### src/rtl/spi_wb_host_master.sv
// SPI mode-0 master that turns single-word Wishbone read/write requests into
// A1/A2 command frames, then polls for and parses the A3/A4 response frames
// returned by a remote SPI-to-Wishbone bridge.
//
// state | meaning
// ------+-------------------------------------------------------------
// IDLE  | ready for a request; cs_n high, sclk low
// SETUP | cs_n low, CLK_DIV cycles before the first SCLK edge
// REQ   | shifting out the 7 or 11 request bytes
// POLL  | clocking 00 bytes until the response header is seen
// BODY  | receiving count, address echo and (for reads) data
// HOLD  | sclk low for CLK_DIV cycles before cs_n is released
// GAP   | cs_n high for CS_GAP cycles before the next frame
module spi_wb_host_master #(
   parameter int         CLK_DIV    = 4,
   parameter int         MAX_POLL   = 16,
   parameter int         CS_GAP     = 4,
   parameter logic [7:0] READ_REQ   = 8'hA1,
   parameter logic [7:0] WRITE_REQ  = 8'hA2,
   parameter logic [7:0] READ_RESP  = 8'hA3,
   parameter logic [7:0] WRITE_RESP = 8'hA4
) (
   input  logic        i_clk,
   input  logic        i_rst_n,
   input  logic        i_req_valid,
   output logic        o_req_ready,
   input  logic        i_req_we,
   input  logic [31:0] i_req_addr,
   input  logic [31:0] i_req_wdata,
   output logic        o_rsp_valid,
   output logic [31:0] o_rsp_rdata,
   output logic        o_rsp_err,
   output logic        o_spi_sclk,
   output logic        o_spi_cs_n,
   output logic        o_spi_mosi,
   input  logic        i_spi_miso,
   output logic        o_busy
);

   // One counter serves SCLK half-periods, SETUP/HOLD waits and the CS gap.
   localparam int CNT_W = $clog2(CLK_DIV + CS_GAP + 1);
   localparam logic [CNT_W-1:0] DIV_LOAD = CNT_W'(CLK_DIV - 1);
   localparam logic [CNT_W-1:0] GAP_LOAD = CNT_W'(CS_GAP - 1);
   localparam int POLL_W = $clog2(MAX_POLL + 1);
   localparam logic [POLL_W-1:0] POLL_LAST = POLL_W'(MAX_POLL - 1);

   typedef enum logic [2:0] {
      S_IDLE,
      S_SETUP,
      S_REQ,
      S_POLL,
      S_BODY,
      S_HOLD,
      S_GAP
   } state_t;

   state_t            state_q;
   logic              we_q;
   logic [31:0]       addr_q;
   logic [31:0]       wdata_q;
   logic [CNT_W-1:0]  cnt_q;
   logic [2:0]        bit_q;
   logic [3:0]        byte_q;
   logic [7:0]        tx_q;
   logic [7:0]        rx_q;
   logic [POLL_W-1:0] poll_q;
   logic              err_q;
   logic [31:0]       rdata_q;
   logic              sclk_q;
   logic              cs_n_q;
   logic              mosi_q;
   logic              rsp_valid_q;
   logic              rsp_err_q;
   logic [31:0]       rsp_rdata_q;

   logic [7:0]        req_first_d;
   logic [7:0]        req_next_d;
   logic [7:0]        echo_byte_d;
   logic [7:0]        exp_hdr_d;
   logic [3:0]        last_req_d;
   logic [3:0]        last_body_d;

   // Request frame byte at position idx: header, count 00 01, addr, wdata.
   function automatic logic [7:0] req_byte(input logic [3:0] idx, input logic we,
                                           input logic [31:0] addr, input logic [31:0] wdata);
      logic [7:0] b;
      b = 8'h00;
      case (idx)
         4'd0:    b = we ? WRITE_REQ : READ_REQ;
         4'd1:    b = 8'h00;
         4'd2:    b = 8'h01;
         4'd3:    b = addr[31:24];
         4'd4:    b = addr[23:16];
         4'd5:    b = addr[15:8];
         4'd6:    b = addr[7:0];
         4'd7:    b = wdata[31:24];
         4'd8:    b = wdata[23:16];
         4'd9:    b = wdata[15:8];
         4'd10:   b = wdata[7:0];
         default: b = 8'h00;
      endcase
      return b;
   endfunction

   // Frame bookkeeping derived from the latched request and byte position.
   always_comb begin
      req_first_d = req_byte(4'd0, we_q, addr_q, wdata_q);
      req_next_d  = req_byte(byte_q + 4'd1, we_q, addr_q, wdata_q);
      exp_hdr_d   = we_q ? WRITE_RESP : READ_RESP;
      last_req_d  = we_q ? 4'd10 : 4'd6;
      last_body_d = we_q ? 4'd5 : 4'd9;
      echo_byte_d = 8'h00;
      case (byte_q)
         4'd2:    echo_byte_d = addr_q[31:24];
         4'd3:    echo_byte_d = addr_q[23:16];
         4'd4:    echo_byte_d = addr_q[15:8];
         4'd5:    echo_byte_d = addr_q[7:0];
         default: echo_byte_d = 8'h00;
      endcase
   end

   // Sequencer, byte engine and response registers in one clocked process.
   always_ff @(posedge i_clk or negedge i_rst_n) begin
      if (!i_rst_n) begin
         state_q     <= S_IDLE;
         we_q        <= 1'b0;
         addr_q      <= '0;
         wdata_q     <= '0;
         cnt_q       <= '0;
         bit_q       <= '0;
         byte_q      <= '0;
         tx_q        <= '0;
         rx_q        <= '0;
         poll_q      <= '0;
         err_q       <= 1'b0;
         rdata_q     <= '0;
         sclk_q      <= 1'b0;
         cs_n_q      <= 1'b1;
         mosi_q      <= 1'b0;
         rsp_valid_q <= 1'b0;
         rsp_err_q   <= 1'b0;
         rsp_rdata_q <= '0;
      end else begin
         rsp_valid_q <= 1'b0;
         rsp_err_q   <= 1'b0;
         rsp_rdata_q <= '0;
         case (state_q)
            S_IDLE: begin
               if (i_req_valid) begin
                  we_q    <= i_req_we;
                  addr_q  <= i_req_addr;
                  wdata_q <= i_req_wdata;
                  poll_q  <= '0;
                  err_q   <= 1'b0;
                  rdata_q <= '0;
                  cnt_q   <= DIV_LOAD;
                  cs_n_q  <= 1'b0;
                  state_q <= S_SETUP;
               end
            end
            S_SETUP: begin
               if (cnt_q == '0) begin
                  cnt_q   <= DIV_LOAD;
                  bit_q   <= '0;
                  byte_q  <= '0;
                  tx_q    <= req_first_d;
                  mosi_q  <= req_first_d[7];
                  state_q <= S_REQ;
               end else begin
                  cnt_q <= cnt_q - 1'b1;
               end
            end
            S_REQ, S_POLL, S_BODY: begin
               if (cnt_q != '0) begin
                  cnt_q <= cnt_q - 1'b1;
               end else begin
                  cnt_q  <= DIV_LOAD;
                  sclk_q <= ~sclk_q;
                  if (!sclk_q) begin
                     rx_q <= {rx_q[6:0], i_spi_miso};
                  end else if (bit_q != 3'd7) begin
                     bit_q  <= bit_q + 3'd1;
                     tx_q   <= {tx_q[6:0], 1'b0};
                     mosi_q <= tx_q[6];
                  end else begin
                     // Last falling edge of a byte: rx_q holds the full byte and the
                     // next byte's MSB goes out on this same edge.
                     bit_q  <= '0;
                     tx_q   <= 8'h00;
                     mosi_q <= 1'b0;
                     if (state_q == S_REQ) begin
                        if (byte_q == last_req_d) begin
                           state_q <= S_POLL;
                        end else begin
                           byte_q <= byte_q + 4'd1;
                           tx_q   <= req_next_d;
                           mosi_q <= req_next_d[7];
                        end
                     end else if (state_q == S_POLL) begin
                        if (rx_q == exp_hdr_d) begin
                           byte_q  <= '0;
                           state_q <= S_BODY;
                        end else begin
                           poll_q <= poll_q + 1'b1;
                           if (poll_q == POLL_LAST) begin
                              err_q   <= 1'b1;
                              state_q <= S_HOLD;
                           end
                        end
                     end else begin
                        if ((byte_q >= 4'd2) && (byte_q <= 4'd5) && (rx_q != echo_byte_d)) begin
                           err_q <= 1'b1;
                        end
                        if (byte_q >= 4'd6) begin
                           rdata_q <= {rdata_q[23:0], rx_q};
                        end
                        if (byte_q == last_body_d) begin
                           state_q <= S_HOLD;
                        end else begin
                           byte_q <= byte_q + 4'd1;
                        end
                     end
                  end
               end
            end
            S_HOLD: begin
               if (cnt_q == '0) begin
                  cs_n_q      <= 1'b1;
                  rsp_valid_q <= 1'b1;
                  rsp_err_q   <= err_q;
                  rsp_rdata_q <= (err_q || we_q) ? 32'h0 : rdata_q;
                  cnt_q       <= GAP_LOAD;
                  state_q     <= S_GAP;
               end else begin
                  cnt_q <= cnt_q - 1'b1;
               end
            end
            S_GAP: begin
               if (cnt_q == '0) begin
                  state_q <= S_IDLE;
               end else begin
                  cnt_q <= cnt_q - 1'b1;
               end
            end
            default: state_q <= S_IDLE;
         endcase
      end
   end

   assign o_req_ready = (state_q == S_IDLE);
   assign o_busy      = (state_q != S_IDLE);
   assign o_rsp_valid = rsp_valid_q;
   assign o_rsp_err   = rsp_err_q;
   assign o_rsp_rdata = rsp_rdata_q;
   assign o_spi_sclk  = sclk_q;
   assign o_spi_cs_n  = cs_n_q;
   assign o_spi_mosi  = mosi_q;

endmodule

### config.mk
export PLATFORM = sky130hd
export DESIGN_NAME = spi_wb_host_master
export DESIGN_NICKNAME = d
export VERILOG_FILES = /design/src/rtl/spi_wb_host_master.sv
export SDC_FILE = /design/constraint.sdc
export NUM_CORES = 1
export LEC_CHECK = 0
export CORE_MARGIN = 1.5
export CORE_UTILIZATION = 60
export CTS_CLUSTER_SIZE = 20
export DETAILED_ROUTE_END_ITERATION = 8
export DONT_BUFFER_PORTS = 1
export GPL_TIMING_DRIVEN = 0
export PLACE_DENSITY = 0.76
export REMOVE_ABC_BUFFERS = 1
export SYNTH_ARGS = -nofsm -noshare
export SYNTH_HDL_FRONTEND = slang
export SYNTH_SLANG_ARGS = --single-unit
### constraint.sdc
create_clock -name i_clk -period 3 [get_ports i_clk]
set_input_delay 0.15 -clock i_clk [delete_from_list [all_inputs] [get_ports i_clk]]
set_output_delay 0.15 -clock i_clk [all_outputs]
set_load 0.02 [all_outputs]
==> flow_summary_export.csv, run 1 <==
group,metric,value,unit
setup_path,cp-end-kind,"flop",
timing,finalHoldViolations,169,
die,die_w,121,um
global_route,antenna_found_initial,1,
die,core,13400,um2
timing,rsz0062_at_grt,"no",
die,dieArea,14600,um2
synth,synthTopCellsByCount,"dfrtp_1, nand2_1, mux2_2, o21ai_0, and2_1",
pwr,ir_drop,343,uV
detailed_routing,dr.pass1.iters,5,
run,maxCapViolations,0,
setup_path,path_class,"flop to flop",
detailed_routing,vias_per_cell,6.49,
synth,yosysMostFrequentCell,"dfrtp_1",
clock_tree,cts_buffers,17,
synth,synth_seq_cells,169,
hold_path,hold_path.class,"input port to async pin",
global_route,grt_usage,29.6,%
pwr,pwr-share-comb,1.9,%
synth,synth.top_cells.by_area,"dfrtp_1, mux2_2, nand2_1",
synth,synth_cells,797,
synth,synth_edf_count,0,
synth,synthMuxAreaShare,10.5,%
synth,ys_seq_area_share,50.8,%
detailed_routing,wl_per_cell,20.5,um
synth,synth-async-reset-ratio,100,%
clock_tree,cts_hold_buf,66,
setup_path,worstPathArrival,3.16,ns
final_layout,num-fill-cells,945,
die,rows,42,
synth,yosysTopAreaCell,"dfrtp_1",
timing,setup_viol,0,
detailed_routing,drt_iter0_drc,766,
global_route,grt_max_degree,170,
timing,fin_hold_ws,-0.593,ns
synth,synth_top_family_by_area,"compound AO/OA/AOI/OAI gates",
global_route,grt_first_pass_wirelength,33500,um
detailed_routing,detail-route-antenna-nets,0,
timing,fin_skew,0.00914,ns
outcome,violations,"hold timing",
pwr,power.density,465,nW/um2
global_route,grt_pass1_vias,6506,
timing,maxSlewHeadroom,13.1,%
timing,worstMarginPinSlew,1.29,ns
die,die_h,121,um
clock_tree,clockBufferDepth,2,
synth,ys.warnings.count,0,
pwr,switching_share,21.7,%
synth,synth_compound_area_share,16.8,%
clock_tree,cts.sinks,169,
final_layout,drive_gt1_share,17.2,%
die,io_pins,108,
synth,synth_top_cell_area_share,50.4,%
die,start_util,62.2,%
pwr,p_switching,0.000978,W
clock_tree,insertion_delay,0.44,ns
timing,fin_crit,2.84,ns
synth,synth_xor_area_share,1.16,%
synth,yosys.area_share.simple,15.3,%
setup_path,cp-start-kind,"flop",
final_layout,multi_input_area,3870,um2
timing,maxSlewViolCount,0,
synth,synthFlopType,"dfrtp_1",
place,portBuffers,0,
place,placed_cell_area,8390,um2
setup_path,cp_max_fo,39,
setup_path,startpoint,"state_q[2]",
setup_path,timing.rr.start,"state_q[2]",
final_layout,finalNetCount,916,
pwr,intPower,0.00353,W
detailed_routing,vias,6641,
clock_tree,cts_tree,"yes",
pwr,clockPowerShare,47.3,%
place,dpl.hpwl,13000,um
clock_tree,clk_pin_slew,0.07,ns
clock_tree,clockRootBuffer,"clkbuf_16",
detailed_routing,drt_wl_total,21000,um
final_layout,regArea,4230,um2
final_layout,postLayoutCoreUtil,72.4,%
final_layout,area_growth,16.4,%
synth,netlist_area,8330,um2
outcome,status,"finished, violations left",
pwr,seqPwrFrac,50.8,%
setup_path,r2r_setup_slack,0.16,ns
global_route,grt_overflow,0,
place,place.gp.congestion,0.889,
final_layout,fin_area,9700,um2
setup_path,required,3.32,ns
timing,fin_crit_sh,94.7,%
clock_tree,h-tree-depth,4,
synth,syn_avg_cell_area,10.5,um2
pwr,power.leakage,4.21,nW
synth,synth_adder_area_share,1.95,%
synth,ys_types,75,
detailed_routing,drc_errors,0,
pwr,power,0.00451,W
timing,fmax,0.352,GHz
## through the flow
stage               std cells  TNS [ns]  setup slack, ns
CTS                      1021         0           0.0169
detailed placement        923     -4.46           -0.637
global route             1024         0           0.0360
finish                   1024         0            0.158
global placement          920   -223.92            -2.87
floorplan                 744   -105.86            -1.57
## logic make-up (layout without fill, tap and decap cells)
| kind of cell | after synthesis | count (layout) |
|---|---|---|
| adders and majority gates | 13 | 13 |
| other | 0 | 1 |
| xor gates and xnor gates | 11 | 11 |
| AOI/OAI and AO/OA | 209 | 209 |
| DFF | 169 | 169 |
| muxes | 78 | 78 |
| and+or+nand+nor | 248 | 249 |
| buffers and inverters | 69 | 118 |
## critical path: stages (launching register included)
cell      delay, ns
dfrtp_1        0.60
inv_1          0.24
nand2_4        0.21
inv_1          0.16
nand2b_2       0.17
o21ai_2        0.14
nor2_4         0.49
buf_12         0.28
mux2_2         0.37
## cells in the final DEF, fill, tap and decap left out, drive strengths merged, types with 6 or more instances in the layout
cell type,n
nand2b,8
o22ai,15
clkbuf,18
mux2,76
xnor2,10
a22o,12
a211oi,8
a22oi,31
o21ai,63
a31oi,7
a21o,6
and2,36
nor3,9
nor4,7
nand3,16
dlygate4sd3,66
inv,19
nor2,28
nand2,106
a21oi,25
and3,10
dfrtp,168
ha,13
clkinv,6
## layout make-up
| type | instances | share of cell area (%) |
|---|---|---|
| diodes | 1 | 0.0258 |
| clock buffers | 18 | 4.53 |
| clock inverters | 14 | 1.46 |
| inverters | 16 | 0.619 |
| multi-input cells | 560 | 39.9 |
| flip-flops and latches | 169 | 43.6 |
| well taps | 176 | 2.27 |
| repair buffers | 70 | 7.53 |
## sequential cells by signal (all words and copies together) (netlist names), 3 cells and up
signal and flops:
o_rsp_rdata 32, addr_q 32, state_q 3, poll_q 5, bit_q 3, tx_q 7
byte_q 4, rx_q 8, wdata_q 32, rdata_q 32, cnt_q 4
## what timing repair did
action	CTS	global route
setup endpoints to repair	9	46
hold endpoints to repair	235	169
gates resized for setup	6	6
cloned	0	1
buffers inserted	0	1
pin swaps	0	2
## per-layer routing
metal  up-vias  share of wire [%]  global-route usage, %
met5         -                  0                      0
met4         0                3.9                   13.9
met3        78                6.8                   7.14
met2       343                 49                   48.6
met1      3255                 40                   37.0
li1       2965                  -                      -
## final timing paths
check,to,cells past startpoint
worst min-delay path,o_rsp_rdata[28],0
worst max register to register,addr_q[2],8
worst min register to register,o_rsp_rdata[28],1
max in group asynchronous,o_spi_cs_n,0
worst max-delay path,addr_q[2],8
min in group i_clk,cnt_q[2],3
## power groups by stage
| stage | registers [W] | clock network [W] | logic, W |
|---|---|---|---|
| floorplan | 0.00233 | 0 | 0.0000132 |
| global placement | 0.00233 | 0 | 0.0000143 |
| detailed placement | 0.00233 | 0 | 0.0000148 |
| CTS | 0.00229 | 0.00216 | 0.0000826 |
| global route | 0.00229 | 0.00226 | 0.0000911 |
| finish | 0.00229 | 0.00213 | 0.0000853 |
Power figures use the tool's default switching activity.
==> inputs of run 2 (changes only) <==
==> constraint.sdc (replaced) <==
create_clock -name i_clk -period 3 [get_ports i_clk]
set_input_delay 0.6 -clock i_clk [delete_from_list [all_inputs] [get_ports i_clk]]
set_output_delay 0.6 -clock i_clk [all_outputs]
set_load 0.02 [all_outputs]
==> flow_summary_export.csv, run 2 (synthesis gave the netlist of run 1 again) <==
group,metric,value,unit
run,maxCapViolations,0,
setup_path,r2r_setup_slack,0.11,ns
place,portBuffers,0,
clock_tree,clockRootBuffer,"clkbuf_16",
clock_tree,cts_buffers,17,
detailed_routing,detail-route-antenna-nets,0,
detailed_routing,vias,6243,
global_route,grt_pass1_vias,6065,
place,dp_worst_setup_slack,-0.637,ns
setup_path,worstPathArrival,3.18,ns
die,io_pins,108,
final_layout,multi_input_area,3870,um2
timing,rsz0062_at_grt,"no",
detailed_routing,drt_iter0_drc,604,
place,dp.cells,923,
outcome,status,"finished, violations left",
clock_tree,insertion_delay,0.43,ns
timing,worstMarginPinSlew,1.29,ns
clock_tree,post_cts_buffers,0,
timing,timing.final.ws_setup,0.108,ns
final_layout,num-fill-cells,1032,
detailed_routing,vias_per_cell,6.53,
die,core,13400,um2
final_layout,final_cell_mix,"dfrtp_1, nand2_1, mux2_2",
final_layout,fin_cells,956,
timing,finalHoldViolations,168,
clock_tree,cts.sinks,169,
global_route,grt_max_degree,170,
global_route,grt_overflow,0,
pwr,power.density,491,nW/um2
place,dpl.hpwl,13000,um
hold_path,hold_path.class,"input port to async pin",
die,dieArea,14600,um2
setup_path,cp-start-kind,"flop",
detailed_routing,wl_per_cell,20.5,um
timing,fin_crit,2.89,ns
timing,fin_crit_sh,96.4,%
timing,fin_skew,0.00814,ns
final_layout,regArea,4230,um2
timing,maxSlewHeadroom,13.0,%
setup_path,r2r_end,"tx_q[3]",
timing,fmax,0.346,GHz
pwr,power,0.00443,W
detailed_routing,dr.pass1.iters,6,
die,die_w,121,um
timing,setup_viol,0,
pwr,power.leakage,3.93,nW
setup_path,reg2regPathDepth,7,
setup_path,cp-end-kind,"flop",
timing,maxSlewViolCount,0,
clock_tree,clockBufferDepth,2,
final_layout,n_antenna_cell,0,
final_layout,final_common_cell,"dfrtp_1",
final_layout,finalNetCount,849,
die,rows,42,
timing,fin_hold_ws,-0.140,ns
global_route,grt_first_pass_wirelength,31500,um
die,start_util,62.2,%
detailed_routing,drc_errors,0,
detailed_routing,drt_wl_total,19600,um
clock_tree,h-tree-depth,4,
final_layout,area_growth,8.26,%
clock_tree,cts_tree,"yes",
final_layout,drive_gt1_share,18.6,%
clock_tree,clk_pin_slew,0.07,ns
die,die_h,121,um
setup_path,path_class,"flop to flop",
global_route,antenna_found_initial,0,
setup_path,cp_max_fo,49,
global_route,grt_usage,27.8,%
setup_path,required,3.29,ns
place,place.gp.congestion,0.889,
setup_path,timing.rr.start,"byte_q[1]",
pwr,ir_drop,334,uV
outcome,violations,"hold timing",
==> run 2: changes by cell type in the layout (fill, tap and decap cells not counted), sizes merged <==
cell and delta:
diode -1, buf -1, dlygate4sd3 -66
==> run 2: final cells by class <==
class / count / share of cell area (%)
sequential: 169 / 46.9
multi-input combinational: 560 / 42.9
timing repair buffer: 3 / 0.610
clock buffer: 18 / 4.87
inverter: 16 / 0.666
tap: 176 / 2.44
clock inverter: 14 / 1.57
==> run 2: metrics by stage <==
| step | area (um2) | utilization [%] | setup TNS (ns) | hold slack [ns] |
|---|---|---|---|---|
| after floorplan | 8100 | - | -105.86 | 0.304 |
| after global placement | 8320 | 62.1 | -223.92 | 0.308 |
| after detailed placement | 8390 | 62.6 | -4.46 | 0.308 |
| after CTS | 9000 | 67.1 | 0 | -0.154 |
| after global routing | 9020 | 67.3 | 0 | -0.163 |
| final | 9020 | 67.3 | 0 | -0.140 |
==> run 2: what timing repair did <==
item / in CTS / in global routing
cloned: 0 / 1
gates resized for setup: 6 / 6
endpoints found under the setup margin: 9 / 45
pin swaps: 0 / 1
hold endpoints to repair: 168 / 168
==> run 2: per-layer routing <==
metal / vias to the layer above / GRT usage, % / wire length (um)
met2: 304 / 44.4 / 9590
met4: 0 / 12.5 / 621
met5: - / 0 / 0
li1: 2828 / - / -
met1: 3061 / 35.6 / 7920
met3: 50 / 7.42 / 1420
==> run 2: power by group <==
| group | switching [W] | internal, W |
|---|---|---|
| Sequential | 0.00000794 | 0.00228 |
| Combinational | 0.00000440 | 0.0000101 |
| Clock | 0.000946 | 0.00118 |
| Total | 0.000959 | 0.00347 |
==> run 2: worst max-delay path by stage <==
stage,startpoint,end,slack [ns],depth (start not counted)
after CTS,state_q[2],addr_q[2],0.02,8
after detailed placement,byte_q[1],tx_q[3],-0.64,7
after floorplan,cnt_q[0],addr_q[0],-1.57,7
final,byte_q[1],tx_q[3],0.11,7
after global placement,state_q[2],wdata_q[19],-2.87,7
after global routing,state_q[2],addr_q[2],0.04,8
==> run 2: worst max-delay path: stages (launching register included) <==
cell	delay, ns
dfrtp_1	0.57
ha_4	0.42
and2_1	0.24
o21ai_1	0.22
o21ai_1	0.37
a32o_1	0.37
a311oi_1	0.37
o21ai_0	0.17
